<file path="src/rtl/upc_sequencer_if.sv">
// Sequencing bus between the control-store micro-word/IR decode and the micro-address sequencer.
// The sequencer takes the slave modport; whoever drives the micro-word takes master.
interface upc_sequencer_if #(
    parameter int unsigned AW    = 8,
    parameter int unsigned DEPTH = 4,
    parameter int unsigned CW    = 8
);
    localparam int unsigned SpW = $clog2(DEPTH + 1);

    logic           run;
    logic [2:0]     op;
    logic [AW-1:0]  br_addr;
    logic [AW-1:0]  map_addr;
    logic [3:0]     cond;
    logic [1:0]     cond_sel;
    logic           cond_inv;
    logic [AW-1:0]  upc;
    logic [SpW-1:0] sp;
    logic [CW-1:0]  cnt;
    logic           err;

    modport master (
        output run, op, br_addr, map_addr, cond, cond_sel, cond_inv,
        input  upc, sp, cnt, err
    );

    modport slave (
        input  run, op, br_addr, map_addr, cond, cond_sel, cond_inv,
        output upc, sp, cnt, err
    );
endinterface

</file>
<file path="src/rtl/upc_sequencer.sv">
// Microprogram address sequencer: next/jump/conditional/map/call/return/load-count/loop.
// Return stack and stack-fault halt exist only when UPC_STACK_EN is defined.
module upc_sequencer #(
    parameter int unsigned AW    = 8,
    parameter int unsigned DEPTH = 4,
    parameter int unsigned CW    = 8
) (
    input  logic           clk,
    input  logic           rst,
    upc_sequencer_if.slave bus
);
    localparam int unsigned SpW = $clog2(DEPTH + 1);

    typedef enum logic [2:0] {
        OpNext = 3'b000,
        OpJmp  = 3'b001,
        OpJcc  = 3'b010,
        OpMap  = 3'b011,
        OpCall = 3'b100,
        OpRet  = 3'b101,
        OpLdc  = 3'b110,
        OpLoop = 3'b111
    } op_e;

    op_e           op;
    logic [AW-1:0] upc_q, upc_d, upc_inc;
    logic [CW-1:0] cnt_q, cnt_d;
    logic          take;
    logic          adv;

    assign op = op_e'(bus.op);

`ifdef UPC_STACK_EN
    localparam int unsigned    IdxW   = (DEPTH > 1) ? $clog2(DEPTH) : 1;
    localparam logic [SpW-1:0] SpFull = SpW'(DEPTH);

    logic [SpW-1:0]  sp_q, sp_d;
    logic            err_q, err_d;
    logic            push;
    logic [AW-1:0]   stack_q [DEPTH];
    logic [IdxW-1:0] push_idx, top_idx;

    assign push_idx = IdxW'(sp_q);
    assign top_idx  = IdxW'(sp_q - 1'b1);
    // A stack fault halts the sequencer until reset.
    assign adv      = bus.run & ~err_q;
`else
    assign adv      = bus.run;
`endif

    always_comb begin
        upc_inc = upc_q + 1'b1;
        take    = bus.cond[bus.cond_sel] ^ bus.cond_inv;
        upc_d   = upc_q;
        cnt_d   = cnt_q;
`ifdef UPC_STACK_EN
        sp_d    = sp_q;
        err_d   = err_q;
        push    = 1'b0;
`endif
        if (adv) begin
            unique case (op)
                OpNext: upc_d = upc_inc;
                OpJmp:  upc_d = bus.br_addr;
                OpJcc:  upc_d = take ? bus.br_addr : upc_inc;
                OpMap:  upc_d = bus.map_addr;
`ifdef UPC_STACK_EN
                OpCall: begin
                    if (sp_q == SpFull) begin
                        err_d = 1'b1;
                    end else begin
                        push  = 1'b1;
                        sp_d  = sp_q + 1'b1;
                        upc_d = bus.br_addr;
                    end
                end
                OpRet: begin
                    if (sp_q == '0) begin
                        err_d = 1'b1;
                    end else begin
                        sp_d  = sp_q - 1'b1;
                        upc_d = stack_q[top_idx];
                    end
                end
`else
                OpCall: upc_d = bus.br_addr;
                OpRet:  upc_d = upc_inc;
`endif
                OpLdc: begin
                    cnt_d = bus.br_addr[CW-1:0];
                    upc_d = upc_inc;
                end
                OpLoop: begin
                    if (cnt_q != '0) begin
                        cnt_d = cnt_q - 1'b1;
                        upc_d = bus.br_addr;
                    end else begin
                        upc_d = upc_inc;
                    end
                end
                default: upc_d = upc_inc;
            endcase
        end
    end

    always_ff @(posedge clk or posedge rst) begin
        if (rst) begin
            upc_q <= '0;
            cnt_q <= '0;
        end else begin
            upc_q <= upc_d;
            cnt_q <= cnt_d;
        end
    end

`ifdef UPC_STACK_EN
    always_ff @(posedge clk or posedge rst) begin
        if (rst) begin
            sp_q  <= '0;
            err_q <= 1'b0;
        end else begin
            sp_q  <= sp_d;
            err_q <= err_d;
        end
    end

    // Entries above sp are don't-care, so the storage needs no reset.
    always_ff @(posedge clk) begin
        if (push) begin
            stack_q[push_idx] <= upc_inc;
        end
    end

    assign bus.sp  = sp_q;
    assign bus.err = err_q;
`else
    assign bus.sp  = SpW'(0);
    assign bus.err = 1'b0;
`endif

    assign bus.upc = upc_q;
    assign bus.cnt = cnt_q;
endmodule

</file>
<file path="src/flat_wrapper.sv">
// flat-port wrapper written by rule: the top's interface ports become plain ports
module upc_sequencer_flat 
#(
    parameter int unsigned AW    = 8,
    parameter int unsigned DEPTH = 4,
    parameter int unsigned CW    = 8
)
  (clk, rst, bus_run, bus_op, bus_br_addr, bus_map_addr, bus_cond, bus_cond_sel, bus_cond_inv, bus_upc, bus_sp, bus_cnt, bus_err);
  upc_sequencer_if #(.AW(AW), .DEPTH(DEPTH), .CW(CW)) bus_i ();
  input  logic clk;
  input  logic rst;
  input wire logic [$bits(bus_i.run)-1:0] bus_run;
  input wire logic [$bits(bus_i.op)-1:0] bus_op;
  input wire logic [$bits(bus_i.br_addr)-1:0] bus_br_addr;
  input wire logic [$bits(bus_i.map_addr)-1:0] bus_map_addr;
  input wire logic [$bits(bus_i.cond)-1:0] bus_cond;
  input wire logic [$bits(bus_i.cond_sel)-1:0] bus_cond_sel;
  input wire logic [$bits(bus_i.cond_inv)-1:0] bus_cond_inv;
  output wire logic [$bits(bus_i.upc)-1:0] bus_upc;
  output wire logic [$bits(bus_i.sp)-1:0] bus_sp;
  output wire logic [$bits(bus_i.cnt)-1:0] bus_cnt;
  output wire logic [$bits(bus_i.err)-1:0] bus_err;
  assign bus_i.run = bus_run;
  assign bus_i.op = bus_op;
  assign bus_i.br_addr = bus_br_addr;
  assign bus_i.map_addr = bus_map_addr;
  assign bus_i.cond = bus_cond;
  assign bus_i.cond_sel = bus_cond_sel;
  assign bus_i.cond_inv = bus_cond_inv;
  assign bus_upc = bus_i.upc;
  assign bus_sp = bus_i.sp;
  assign bus_cnt = bus_i.cnt;
  assign bus_err = bus_i.err;
  upc_sequencer #(.AW(AW), .DEPTH(DEPTH), .CW(CW)) u_core (.clk(clk), .rst(rst), .bus(bus_i));
endmodule
</file>
<file path="config.mk">
export PLATFORM = sky130hd
export DESIGN_NAME = upc_sequencer_flat
export DESIGN_NICKNAME = d
export VERILOG_FILES = /design/src/rtl/upc_sequencer_if.sv /design/src/rtl/upc_sequencer.sv /design/src/flat_wrapper.sv
export SDC_FILE = /design/constraint.sdc
export NUM_CORES = 1
export LEC_CHECK = 0
export CAP_MARGIN = 20
export CORE_MARGIN = 2
export CORE_UTILIZATION = 45
export DETAILED_ROUTE_END_ITERATION = 8
export PLACE_DENSITY = 0.86
export SYNTH_ARGS = -nofsm -noshare
export SYNTH_HDL_FRONTEND = slang
export SYNTH_SLANG_ARGS = --single-unit
</file>
<file path="constraint.sdc">
create_clock -name clk -period 2.9 [get_ports clk]
set_input_delay 0.58 -clock clk [delete_from_list [all_inputs] [get_ports clk]]
set_output_delay 0.58 -clock clk [all_outputs]
set_load 0.05 [all_outputs]
</file>
==> out/qor.yml, run 1 <==
run_status:
  status: "finished clean"
layout:
  final_common_cell: "clkdlybuf4s50_1"
  drive_gt1_share_pct: 7.91
  design_area_um2: 1880
  instances_no_fill: 248
  area_growth_pct: 37.1
  layout_common_cells: "44 x clkdlybuf4s50_1, 23 x nor2_1, 16 x dfrtp_1, 13 x o21ai_0, 11 x nand2_1"
  n_antenna_cell: 0
  fin_nets: 247
clock_network:
  cts_tree: "yes"
  post_cts_buffers: 0
  clock_sinks: 16
  root_buffer: "clkbuf_4"
  cts_made_buffers: 3
  hold_buffers: 0
  clkTransAtPathRegs_ps: 100
  clock_latency_ps: 290
  ctsResizeCount: 0
  htree_levels: 1
  cts_buffer_depth: 2
drt:
  vias: 1477
  viasPerCell: 5.96
  detail_route.wirelength_um: 3500
  wire_per_inst_um: 14.1
  drt_iter0_markers: 79
  drc: 0
  drt-pass1-iter-count: 4
  antenna_left: 0
sta:
  tightest_slew_ps: 613
  fin_skew_ps: 0.614
  tns_ps: 0
  rsz0062_at_grt: "no"
  hold_violations: 0
  setup_violations: 0
  fmax_mhz: 408
  slew_headroom_pct: 59.1
  final_max_slew_viol_count: 0
  finalCritPeriodShare_pct: 84.5
  worst_slack_ps: 450
  hold_ws_ps: 593
  post-route-min-period_ps: 2450
logic_synthesis:
  synth_cells: 170
  ys_ff_latch: 16
  ys_seq_area_share_pct: 29.1
  synth_edf_count: 0
  syn_area_um2: 1370
  synth.distinct_cells: 49
  yosys_warnings: 0
  syn-mean-instance-area_um2: 8.08
  async_flop_share_pct: 100
  synth_ff_type: "dfrtp_1"
floorplanning:
  rows: 20
  ios: 49
  die-area_um2: 3510
  core_area_um2: 2980
  initial_utilization_pct: 46.1
  fp.dieH_um: 59.3
  die_x_um: 59.3
grt:
  gr-total-overflow: 0
  grt_pass1_vias: 1282
  antenna_found_initial: 0
  grt_pass1_wl_um: 5700
  grtUsageTotal_pct: 20.8
  grt_max_degree: 17
critical_path:
  critical_path_required_ps: 3130
  path_cells: "inv_1 -> ha_1 -> or4b_4 -> o41a_4 -> o22ai_4 -> or4b_1 -> nand4_1"
  crit_path_max_incr_delay_ps: 510
  crit_path_end_kind: "flip-flop"
  critPathLaunchType: "flip-flop"
  critPathSlowestCell: "or4b_4"
  critPathKind: "flip-flop to flip-flop"
  rrSetupSlack_ps: 450
  arrival_ps: 2680
  path_max_fanout: 8
hold_path:
  hp-class: "flip-flop to flip-flop"
power:
  p_int_w: 0.000557
  p_per_area_nw_per_um2: 544
  combPwrFrac_pct: 52.2
  switching_share_pct: 45.6
  power.switching_w: 0.000467
  clock_power_share_pct: 14.8
  ir_drop_uv: 265
  p_leak_nw: 0.736
  seqPwrFrac_pct: 33.0
placement:
  place_ws_ps: 150
  gp_congestion: 0.830
  post_dp_cell_area_um2: 1850
  portBuffers: 44
  place_inst: 244
  dp_hpwl_um: 2700
flow_run:
  drv_cap: 0
## power by group through the flow
stage / Combinational (W) / Sequential [W] / Clock [W]
after CTS: 0.000536 / 0.000338 / 0.000152
after global placement: 0.000527 / 0.000340 / 0
after global routing: 0.000571 / 0.000349 / 0.000160
after floorplan: 0.000193 / 0.000496 / 0
final: 0.000535 / 0.000338 / 0.000151
after detailed placement: 0.000534 / 0.000343 / 0
## registers in the layout, summed over array words and instances (netlist names)
name	count
u_core.bus.cnt	8
u_core.bus.upc	8
## routing by layer
metal  wire length, µm  global-route usage [%]
met1              1510                    28.6
met2              1740                    34.1
met3               214                    2.18
met4                33                    6.82
met5                 0                       0
## layout make-up
type                            instances  area, µm²
Timing Repair Buffer                   49        478
Sequential cell                        16        400
Multi-Input combinational cell        141        908
Fill cell                             270       1090
Inverter                                5       18.8
Tap cell                               33       41.3
Clock buffer                            4       36.3
## cell usage after synthesis, types with 2 or more instances
library cell | instances | area [µm²]
and3_1 | 2 | 12.5
a31oi_1 | 7 | 43.8
xor2_1 | 3 | 26.3
and2_1 | 2 | 12.5
or3_1 | 2 | 12.5
nand3_1 | 4 | 20.0
mux2i_1 | 4 | 40.0
a22oi_1 | 5 | 37.5
dfrtp_1 | 16 | 400
nand4_1 | 2 | 12.5
a21oi_1 | 10 | 50.1
nor2_1 | 23 | 86.3
buf_4 | 4 | 30.0
clkbuf_1 | 5 | 18.8
o211ai_1 | 10 | 75.1
inv_1 | 5 | 18.8
xnor2_1 | 3 | 26.3
a2bb2oi_1 | 2 | 17.5
o21ai_0 | 13 | 65.1
ha_1 | 2 | 25.0
nor3_1 | 4 | 20.0
nand2b_1 | 2 | 12.5
nor2b_1 | 4 | 25.0
nand2_1 | 11 | 41.3
## per-stage QoR
step / utilization (%) / total power, W
6_report: 63.2 / 0.00102
3_3_place_gp: 62.0 / 0.000866
4_1_cts: 63.2 / 0.00103
5_1_grt: 63.2 / 0.00108
3_5_place_dp: 62.0 / 0.000877
2_1_floorplan: - / 0.000689
## critical path: cells and delay by family (launching register included)
kind,cells,cell delay [ps]
AND/OR/NAND/NOR,3,1070
AO/OA/AOI/OAI,2,620
flip-flops,1,410
adder cells (fa/ha/maj),1,180
buffers and inverters,1,100
## cells by family after synthesis
kind of cell | after synthesis | share of synthesized area, %
adder cells (fa/ha/maj) | 2 | 1.82
buffers and inverters | 16 | 5.56
AND/OR/NAND/NOR | 65 | 24.7
XOR/XNOR | 6 | 3.83
multiplexers | 6 | 5.37
other | 1 | 0.273
AO/OA/AOI/OAI | 58 | 29.3
flip-flops | 16 | 29.1
## path summary, 6_finish.rpt
kind                                                  to  cells after the start                          start
max                        u_core.bus.upc[6]$_DFFE_PP0P_                      7  u_core.bus.cnt[0]$_DFFE_PP0P_
min                        u_core.bus.cnt[1]$_DFFE_PP0P_                      2  u_core.bus.cnt[1]$_DFFE_PP0P_
max reg2reg                u_core.bus.upc[6]$_DFFE_PP0P_                      7  u_core.bus.cnt[0]$_DFFE_PP0P_
min reg2reg                u_core.bus.cnt[1]$_DFFE_PP0P_                      2  u_core.bus.cnt[1]$_DFFE_PP0P_
max in group asynchronous  u_core.bus.upc[1]$_DFFE_PP0P_                      2                            rst
min in group asynchronous  u_core.bus.cnt[6]$_DFFE_PP0P_                      2                            rst
Power figures use the tool's default switching activity.
==> run 2, diff against run 1 <==
==> constraint.sdc (replaced) <==
create_clock -name clk -period 2.5 [get_ports clk]
set_input_delay 0.5 -clock clk [delete_from_list [all_inputs] [get_ports clk]]
set_output_delay 0.5 -clock clk [all_outputs]
set_load 0.05 [all_outputs]
==> run 2 against run 1 <==
Critical path depth is the same; largest power group unchanged; wire length increased by 4.9%; largest cell class unchanged; via count up 1.0%; register-to-register slack got worse by 360 ps.
==> out/qor.yml, run 2 (synthesis results as in run 1) <==
drt:
  drt_iter0_markers: 85  # +7.6%
  detail_route.wirelength_um: 3670  # +4.9%
  vias: 1492  # +1.0%
  drt-pass1-iter-count: 4  # unchanged
  viasPerCell: 5.85  # -1.8%
  wire_per_inst_um: 14.4  # +2.0%
  antenna_left: 0  # unchanged
  drc: 0  # unchanged
clock_network:
  cts_buffer_depth: 2  # unchanged
  cts_tree: "yes"
  clock_latency_ps: 310  # +20 ps
  clock_sinks: 16  # unchanged
  root_buffer: "clkbuf_4"
  htree_levels: 1  # unchanged
  cts_made_buffers: 3  # unchanged
  hold_buffers: 0  # unchanged
  post_cts_buffers: 0  # unchanged
  clkTransAtPathRegs_ps: 100  # about the same
  ctsResizeCount: 0  # unchanged
critical_path:
  critPathKind: "flip-flop to flip-flop"
  critical_path_required_ps: 2700  # -430 ps
  rrSetupSlack_ps: 90  # -360 ps
  cp_num_buf_inv: 1  # unchanged
  r2r_end: "u_core.bus.upc[2]$_DFFE_PP0P_"
  path_cells: "inv_1 -> ha_1 -> or4b_4 -> o41a_4 -> a31oi_1 -> o21ai_0 -> o221a_2"
  path_max_fanout: 5  # -3
  arrival_ps: 2610  # -70 ps
  r2r_start: "u_core.bus.cnt[0]$_DFFE_PP0P_"
  cp_top_family: "compound AO/OA/AOI/OAI gates"
  critPathLaunchType: "flip-flop"
  crit_path_end_kind: "flip-flop"
  worst_r2r_path_depth: 7  # unchanged
  critPathSlowestCell: "or4b_4"
  crit_path_max_incr_delay_ps: 520  # about the same
floorplanning:
  ios: 49  # unchanged
  initial_utilization_pct: 46.1  # unchanged
  rows: 20  # unchanged
  die-area_um2: 3510  # unchanged
  core_area_um2: 2980  # unchanged
  fp.dieH_um: 59.3  # unchanged
  die_x_um: 59.3  # unchanged
sta:
  post-route-min-period_ps: 2410  # -39.6 ps
  tightest_slew_ps: 647  # +34.4 ps
  finalCritPeriodShare_pct: 96.4  # +12 points
  fmax_mhz: 415  # +1.6%
  setup_violations: 0  # unchanged
  hold_violations: 0  # unchanged
  rsz0062_at_grt: "no"
  slew_headroom_pct: 56.8  # -2.3 points
  fin_skew_ps: 3.69  # +3.07 ps
  final_max_slew_viol_count: 0  # unchanged
power:
  p_leak_nw: 0.769  # +4.4%
  ir_drop_uv: 297  # +12%
  clock_power_share_pct: 15.2  # +0.4 points
  power.switching_w: 0.000554  # +19%
  switching_share_pct: 45.8  # +0.13 points
  combPwrFrac_pct: 52.1  # about the same
  seqPwrFrac_pct: 32.6  # -0.4 points
  p_per_area_nw_per_um2: 625  # +15%
  finalPower_w: 0.00121  # +18%
  p_int_w: 0.000657  # +18%
layout:
  drive_gt1_share_pct: 11.7  # +3.8 points
  design_area_um2: 1940  # +2.9%
  layout_common_cells: "44 x clkdlybuf4s50_1, 23 x nor2_1, 14 x dfrtp_1, 13 x o21ai_0, 12 x buf_4"
  final_common_cell: "clkdlybuf4s50_1"
  fin_nets: 254  # +2.8%
  n_antenna_cell: 0  # unchanged
  area_growth_pct: 41.1
placement:
  post_dp_cell_area_um2: 1900  # +3.0%
  portBuffers: 44  # unchanged
  gp_congestion: 0.882  # +6.3%
  dp_hpwl_um: 2850  # +5.6%
grt:
  gr-total-overflow: 0  # unchanged
  grtUsageTotal_pct: 22.3  # +1.4 points
  antenna_found_initial: 0  # unchanged
  grt_pass1_vias: 1327  # +3.5%
  grt_pass1_wl_um: 5990  # +5.1%
  grt_max_degree: 17  # unchanged
run_status:
  status: "finished clean"
hold_path:
  hp-class: "primary input to async pin"
flow_run:
  drv_cap: 0  # unchanged
run 2: per-stage QoR:
stage / worst slack [ps] / setup TNS [ps] / util (%) / hold slack (ps) / instances
detailed placement: -126 / -489 / 63.9 / 553 / 251
finish: 89.3 / 0 / 65.1 / 570 / 255
global route: 5.96 / 0 / 65.1 / 602 / 255
floorplan: 43.8 / 0 / - / 414 / 173
global placement: -30.9 / -30.9 / 63.9 / 558 / 251
CTS: 120 / 0 / 65.1 / 576 / 255
run 2: layout make-up:
class / count / area (µm²)
inverters: 5 / 18.8
flip-flops and latches: 16 / 403
clock buffers: 4 / 36.3
multi-input cells: 141 / 908
well taps: 33 / 41.3
repair buffers: 56 / 531
fillers: 272 / 1040
run 2: how the worst max path moves through the flow:
stage                                              from                             to  slack [ps]  cells after the start
final                     u_core.bus.cnt[0]$_DFFE_PP0P_  u_core.bus.upc[2]$_DFFE_PP0P_          90                      7
after global routing      u_core.bus.cnt[0]$_DFFE_PP0P_  u_core.bus.upc[2]$_DFFE_PP0P_           6                      7
after CTS                 u_core.bus.cnt[0]$_DFFE_PP0P_  u_core.bus.upc[2]$_DFFE_PP0P_         120                      7
after detailed placement                bus_cond_sel[0]  u_core.bus.upc[1]$_DFFE_PP0P_        -130                      7
after global placement                  bus_cond_sel[0]  u_core.bus.upc[1]$_DFFE_PP0P_         -30                      7
after floorplan           u_core.bus.cnt[0]$_DFFE_PP0P_  u_core.bus.upc[6]$_DFFE_PP0P_          40                      7
run 2: routing by layer:
layer / global-route usage (%) / wire [µm] / vias to the layer above
li1: - / - / 730
met5: 0 / 0 / -
met3: 1.97 / 260 / 9
met4: 10.1 / 95 / 0
met2: 36.6 / 1750 / 71
met1: 29.5 / 1560 / 682
run 2: power groups by stage:
stage	combinational (W)	sequential [W]	clock, W
after floorplan	0.000224	0.000576	0
final	0.000631	0.000395	0.000184
after global placement	0.000620	0.000396	0
after detailed placement	0.000630	0.000399	0
after global routing	0.000674	0.000406	0.000190
after CTS	0.000632	0.000394	0.000183
